[config.mk]
export PLATFORM = sky130hd
export DESIGN_NAME = rr_arbiter_32
export DESIGN_NICKNAME = d
export VERILOG_FILES = /design/src/rtl/rr_arbiter_32.sv
export SDC_FILE = /design/constraint.sdc
export NUM_CORES = 1
export LEC_CHECK = 0
export CORE_MARGIN = 8
export CORE_UTILIZATION = 55
export DETAILED_ROUTE_END_ITERATION = 12
export PLACE_DENSITY = 0.78
export SLEW_MARGIN = 30
export SYNTH_ARGS = -nofsm -noshare
export SYNTH_HDL_FRONTEND = slang
export SYNTH_SLANG_ARGS = --single-unit
[constraint.sdc]
create_clock -name clk -period 8.9 [get_ports clk]
set_clock_uncertainty 0.1 [all_clocks]
set_input_delay 0.89 -clock clk [delete_from_list [all_inputs] [get_ports clk]]
set_output_delay 0.89 -clock clk [all_outputs]
set_load 0.02 [all_outputs]
[src/rtl/rr_arbiter_32.sv]
// Round-robin arbiter for a shared 32-way one-hot select path. The grant is held
// until the owner releases, withdraws its request, or reaches the MAX_HOLD limit.
module rr_arbiter_32 #(
  parameter int N_REQ    = 32,
  parameter int IDX_W    = 5,
  parameter int MAX_HOLD = 16
) (
  input  logic             clk,
  input  logic             rst_n,
  input  logic [N_REQ-1:0] req,
  input  logic             done,
  output logic [N_REQ-1:0] gnt,
  output logic [IDX_W-1:0] gnt_idx,
  output logic             gnt_valid,
  output logic             timeout
);

  // An unlimited hold (MAX_HOLD = 0) still needs a one-bit counter to keep widths legal.
  localparam int CNT_W = (MAX_HOLD == 0) ? 1 : $clog2(MAX_HOLD + 1);

  typedef enum logic [1:0] {IDLE, GRANT, GAP} state_t;

  state_t           state, state_nx;
  logic [IDX_W-1:0] ptr, ptr_nx;
  logic [IDX_W-1:0] gnt_idx_nx;
  logic [IDX_W-1:0] pick_idx;
  logic             pick_found;
  logic [CNT_W-1:0] hold_cnt, hold_cnt_nx;
  logic             hold_at_max;
  logic             timeout_nx;

  // Priority search starting at ptr; the 5-bit sum wraps 31 -> 0 on its own.
  always_comb begin
    logic [IDX_W-1:0] cand;
    pick_found = 1'b0;
    pick_idx   = ptr;
    cand       = ptr;
    for (int i = 0; i < N_REQ; i++) begin
      cand = ptr + IDX_W'(i);
      if (!pick_found && req[cand]) begin
        pick_found = 1'b1;
        pick_idx   = cand;
      end
    end
  end

  assign hold_at_max = (MAX_HOLD != 0) && (hold_cnt == CNT_W'(MAX_HOLD));

  // NOTE: every variable gets a default before the case so no path leaves one unassigned (no latches).
  always_comb begin
    state_nx    = state;
    ptr_nx      = ptr;
    gnt_idx_nx  = gnt_idx;
    hold_cnt_nx = hold_cnt;
    timeout_nx  = 1'b0;
    case (state)
      IDLE: begin
        hold_cnt_nx = '0;
        if (pick_found) begin
          gnt_idx_nx  = pick_idx;
          hold_cnt_nx = CNT_W'(1);
          state_nx    = GRANT;
        end
      end
      GRANT: begin
        if (done || !req[gnt_idx] || hold_at_max) begin
          state_nx    = GAP;
          ptr_nx      = gnt_idx + IDX_W'(1);
          hold_cnt_nx = '0;
          // A release by done or withdrawal takes precedence over the hold limit.
          timeout_nx  = !done && req[gnt_idx] && hold_at_max;
        end else if (MAX_HOLD != 0) begin
          hold_cnt_nx = hold_cnt + CNT_W'(1);
        end
      end
      GAP: begin
        hold_cnt_nx = '0;
        state_nx    = IDLE;
      end
      default: state_nx = IDLE;
    endcase
  end

  // NOTE: sequential state uses non-blocking assignments so all registers update together at the edge.
  always_ff @(posedge clk or negedge rst_n) begin
    if (!rst_n) begin
      state    <= IDLE;
      ptr      <= '0;
      gnt_idx  <= '0;
      hold_cnt <= '0;
      timeout  <= 1'b0;
    end else begin
      state    <= state_nx;
      ptr      <= ptr_nx;
      gnt_idx  <= gnt_idx_nx;
      hold_cnt <= hold_cnt_nx;
      timeout  <= timeout_nx;
    end
  end

  // Outputs derive only from registers; the decode is fed by gnt_idx alone, so gnt is one-hot or zero.
  assign gnt_valid = (state == GRANT);
  assign gnt       = gnt_valid ? (N_REQ'(1) << gnt_idx) : '0;

endmodule

* After elaboration in Yosys (flattened, before gate mapping)
Cells that the tools add are included.
** Word-level totals
- Bits in registers :: 18
- Bits in latches :: 0
- Bits in writable memories :: 0
- Memory bits (read-only) :: 0
- Bits of input ports :: 35
- Output and inout bits :: 39
- Word-level logic and storage cells :: 288
- Memories :: 0
** Cells by class
- Add/sub/neg operators :: 33
- $mul :: 0
- Div/mod/pow operators :: 0
- Magnitude comparators :: 33
- Equality and inequality tests :: 5
- Shift operators :: 1
- Muxes and demuxes :: 138
- Bitwise gates (word level) :: 0
- Reductions and logical operators :: 73
** Operators by type and width (count)
- less-than comparator 5 x 6 -> 1 bit (second input constant) :: 33
- binary-select mux 1 bit (select 5 bit) :: 33
- 2-to-1 mux 5 bit :: 32
- adder 5 bit (second input constant) :: 16
- 2-to-1 mux 1 bit :: 68
- adder 5 x 4 -> 5 bit (second input constant) :: 8
- logical AND 1 bit :: 33
- logical NOT 1 bit :: 33
- 2-to-1 mux 32 bit :: 1
- << shifter 1 x 5 -> 32 bit (first input constant) :: 1
- adder 5 x 3 -> 5 bit (second input constant) :: 4
- adder 5 x 1 -> 5 bit (second input constant) :: 3
- case mux 5 bit (3 select lines) :: 1
- adder 5 x 2 -> 5 bit (second input constant) :: 2
- AND reduction 2 bit :: 3
- == test 5 bit (second input constant) :: 1
- 2-to-1 mux 2 bit :: 2
- case mux 2 bit (2 select lines) :: 1
- nonzero test 3 bit :: 1
- == test 2 x 1 -> 1 bit (second input constant) :: 1
- == test 2 bit (second input constant) :: 1
- logical NOT 2 bit :: 1
- logical OR 1 bit :: 2
- != test 2 x 1 -> 1 bit (second input constant) :: 1
- != test 2 bit (second input constant) :: 1

* Depth between registers and ports, before layout
- Depth after elaboration :: 98
- Gate-level depth with buffers :: 20

* Least setup slack after synthesis
OpenSTA, ideal clock, no wires.
- Path type :: reg2reg
- From :: reg ptr[0]
- To :: reg gnt_idx[1]
- Library setup time :: 0.125 ns
- Arrival :: 5.323 ns
- Data required time :: 8.675 ns
- Slack :: 3.352 ns
- Cell stages (with the launch flop) :: 19
- Path buffers :: 5
- Period minus slack after synthesis :: 5.548 ns
- Cell sequence :: dfrtp_1 -> buf_2 -> buf_2 -> clkinv_1 -> ha_1 -> buf_2 -> clkbuf_1 -> mux4_2 -> mux4_2 -> mux2i_1 -> nand3_4 -> nor4_4 -> nand2_2 -> or4_1 -> buf_2 -> mux2_4 -> or3_1 -> o21ai_1 -> nor3_1
** On the way
- Cells in the longest elaborated chain, start to end :: 97
- Elaborated cells on any way between the ends :: 221
** Ends and longest elaborated chain
- start: declaration :: RTL line 24 : logic [IDX_W-1:0] ptr, ptr_nx;
- start signal: assignment :: RTL line 94 : ptr <= ptr_nx;
- branches (longest 97 deep; another with adder 5 x 1 -> 5 bit)
- end signal: assignment :: RTL line 95 : gnt_idx <= gnt_idx_nx;
- end: declaration :: RTL line 13 : output logic [IDX_W-1:0] gnt_idx,
Parallel ways; which one is timed is not known. The select of a mux whose other input is x is not followed.
A chain may end at the register's enable or synchronous reset.

* Worst setup path in the final report
- From :: reg ptr[1]
- To :: reg gnt_idx[1]
The elaborated chain is that of the path after synthesis.

==> run metrics <==
Die X=131 um; die area=0.0171 mm^2; met3 WL=between 3000 and 4000 um; most frequent CP cell=mux4_2; core footprint=0.0131 mm^2; FMAX=147 MHz; Post-Syn Instances=853; biggest cell delay along the critical path=0.70 ns; clk root buf=clkbuf_16; crit start category=flop; Initial Util=0.554; register area share after synthesis=0.0621; FF-to-FF setup slack=about 2.1 ns; Final Hold Fails=0; unrepaired setup endpoints after global routing=no; nets@finish=948; ys async rst share=1.00; Die Ht=131 um; Crit-path slowest cell=mux2i_1; vias=8125; DR DRC count=0; Max-Cap Viols=0; post-CTS sizing=0; Crit path arrival time=6.81 ns; global placement routability congestion=roughly 1.1; clock insertion delay at the later pin of the skew report=0.25 ns; Area growth syn-to-layout=13.2%; Yosys reg bits=18; Routed wire per std cell=between 20 and 30 um; measured slew at the worst slew-check pin=roughly 1.1 ns; Crit. End Element=flop; # setup viols final=0; worst rel slew slack=0.263; CTS Buf Count=3; H-tree depth=1; Critical Path RT=8.93 ns; post-route ant nets=0; first-pass GRT wire length=45500 um; crit-path cells=clkinv_1 -> ha_1 -> buf_4 -> mux4_2 -> mux4_2 -> mux2i_1 -> nand2_1 -> nor4_4 -> nand2_2 -> or4_1 -> mux2_4 -> or3_1 -> o21ai_1 -> nor3_1; post-synthesis average cell area=~8.5 um^2; CTS tree=built; fin crit period=about 6.8 ns; placed cell count=~1100; global route total overflow=0; Yosys cell types=80; Core Rows=42; hold-fix buffers at CTS=0; highest metal used=met5; share of cells above drive strength 1=0.182; GRT Overall Usage=0.349; Slew Viols, Final=0; status=complete, no violations; IO Pins=74; port bufs=73; number of synthesized flops with an enable pin=0; Cell Area, Synth=0.00725 mm^2; final wirelength=slightly below 30000 um; vias in the first global route=7583; setup bufs post-CTS=0; WS Path Type=reg -> reg; HP Class=reg -> reg; met2 wire length=12700 um; Metal-1 WL=11100 um; CP Max Fanout=29; 1st-iter DRT viols=1329; Syn Nets=911; fin crit share=0.762; CTS Sinks=18; largest net degree at the start of global routing=54; Clock Path Buffers=2; Vias/cell=7.63; Worst-path clk slew=0.05 ns; setup TNS=0 ns; Yosys warnings=0; Top FF cell, synth=dfrtp_1; DRT Pass-1 Iters=8; hpwl dp=22600 um; non-filler cells in the finished layout=1065; initial antenna violation count=2; antenna cells=0
==> critical path: cells and delay by family (launching register included) <==
| kind | cells | cell delay, ns |
|---|---|---|
| buf+inv | 2 | 0.94 |
| fa+ha+maj | 1 | 0.48 |
| flops | 1 | 0.66 |
| compound gates | 1 | 0.15 |
| mux | 4 | 2.28 |
| simple gates | 6 | 2.02 |
==> per-layer routing <==
metal  vias to the layer above  global-route usage
met5                         -                   0
met4                         4               0.159
met3                       135              0.0950
met2                       711               0.527
met1                      3815               0.457
li1                       3460                   -
==> metrics by stage <==
step	instance area (um^2)	hold slack, ns	worst slack, ns	util
finish	8210	0.382	2.12	0.627
global placement	8080	0.372	2.04	0.618
detailed placement	8100	0.374	2.07	0.619
floorplan	7250	0.345	3.35	-
CTS	8190	0.381	2.08	0.626
global route	8210	0.416	1.73	0.627
==> path summary, 6_finish.rpt <==
| path | start | endpoint | cells after the start |
|---|---|---|---|
| max | ptr[1]$_DFFE_PN0P_ | gnt_idx[1]$_DFFE_PN0P_ | 14 |
| min | hold_cnt[4]$_DFFE_PN0P_ | hold_cnt[4]$_DFFE_PN0P_ | 1 |
| max reg2reg | ptr[1]$_DFFE_PN0P_ | gnt_idx[1]$_DFFE_PN0P_ | 14 |
| min reg2reg | hold_cnt[4]$_DFFE_PN0P_ | hold_cnt[4]$_DFFE_PN0P_ | 1 |
| max in group asynchronous | rst_n | ptr[1]$_DFFE_PN0P_ | 1 |
| min in group asynchronous | rst_n | ptr[0]$_DFFE_PN0P_ | 1 |
==> cells in the mapped netlist, types with 6 or more instances <==
master	count	area (um^2)
clkbuf_1	32	120
o22ai_1	9	56.3
nand2_1	68	255
o21ai_0	55	275
nand4_1	15	93.8
mux2_2	31	349
or3_1	7	43.8
or4_1	8	60.1
a211oi_1	12	90.1
nor2b_1	6	37.5
dfrtp_1	18	450
a21oi_1	48	240
xnor2_1	18	158
inv_1	25	93.8
nor2_1	71	267
xor2_1	12	105
a21boi_0	8	60.1
o211ai_1	12	90.1
nor3_1	22	110
buf_2	13	65.1
a21o_1	8	60.1
and2_1	6	37.5
nand2b_1	15	93.8
o221ai_1	8	70.1
ha_1	23	288
and3_1	8	50.1
nor4_1	6	37.5
buf_1	9	33.8
a221oi_1	6	52.6
mux4_2	82	1850
mux2i_1	63	631
nand3_1	36	180
a22oi_1	7	52.6
==> kinds of logic (layout without fill, tap and decap cells) <==
group                    Yosys count  count (layout)  share of synthesized area
flip-flops                        18              18                     0.0621
AND/OR/NAND/NOR                  290             290                      0.203
XOR/XNOR                          30              30                     0.0362
buffers and inverters             88             124                     0.0504
AO/OA/AOI/OAI                    223             223                      0.204
adder cells (fa/ha/maj)           23              23                     0.0397
multiplexers                     181             181                      0.404
==> layout make-up <==
cell class	instances	area [um^2]
Multi-Input combinational cell	747	6480
Timing Repair Buffer	89	846
Tap cell	176	220
Fill cell	1079	4880
Clock buffer	4	88.8
Sequential cell	18	453
Inverter	31	116
==> layout by cell type (no fill, tap or decap), drive strengths merged, types with 6 or more instances in the layout <==
master         Yosys  routed
nand4             15      15
o21ai             56      56
o22ai              9       9
nor2b              6       6
or4                8       8
mux2i             63      63
buf               25      17
o211ai            12      12
nor3              22      22
a21oi             48      48
or3                7       7
a21o               8       8
a221oi             6       6
o221ai             8       8
nand3             37      37
a21boi             8       8
clkdlybuf4s50      0      72
nand2b            15      15
nand2             69      69
mux4              85      85
ha                23      23
a22oi              7       7
dfrtp             18      18
a211oi            13      13
nor4               8       8
mux2              33      33
xor2              12      12
inv               28      28
nor2              71      71
and2               6       6
xnor2             18      18
and3               8       8
==> state kept, by name (all words and copies together) (netlist names) <==
name / flops
hold_cnt: 5
ptr: 5
gnt_idx: 5
timeout: 1
state: 2
Power is not shown: default switching activity piles up to over one toggle a cycle in this logic, so the estimate is an artifact.
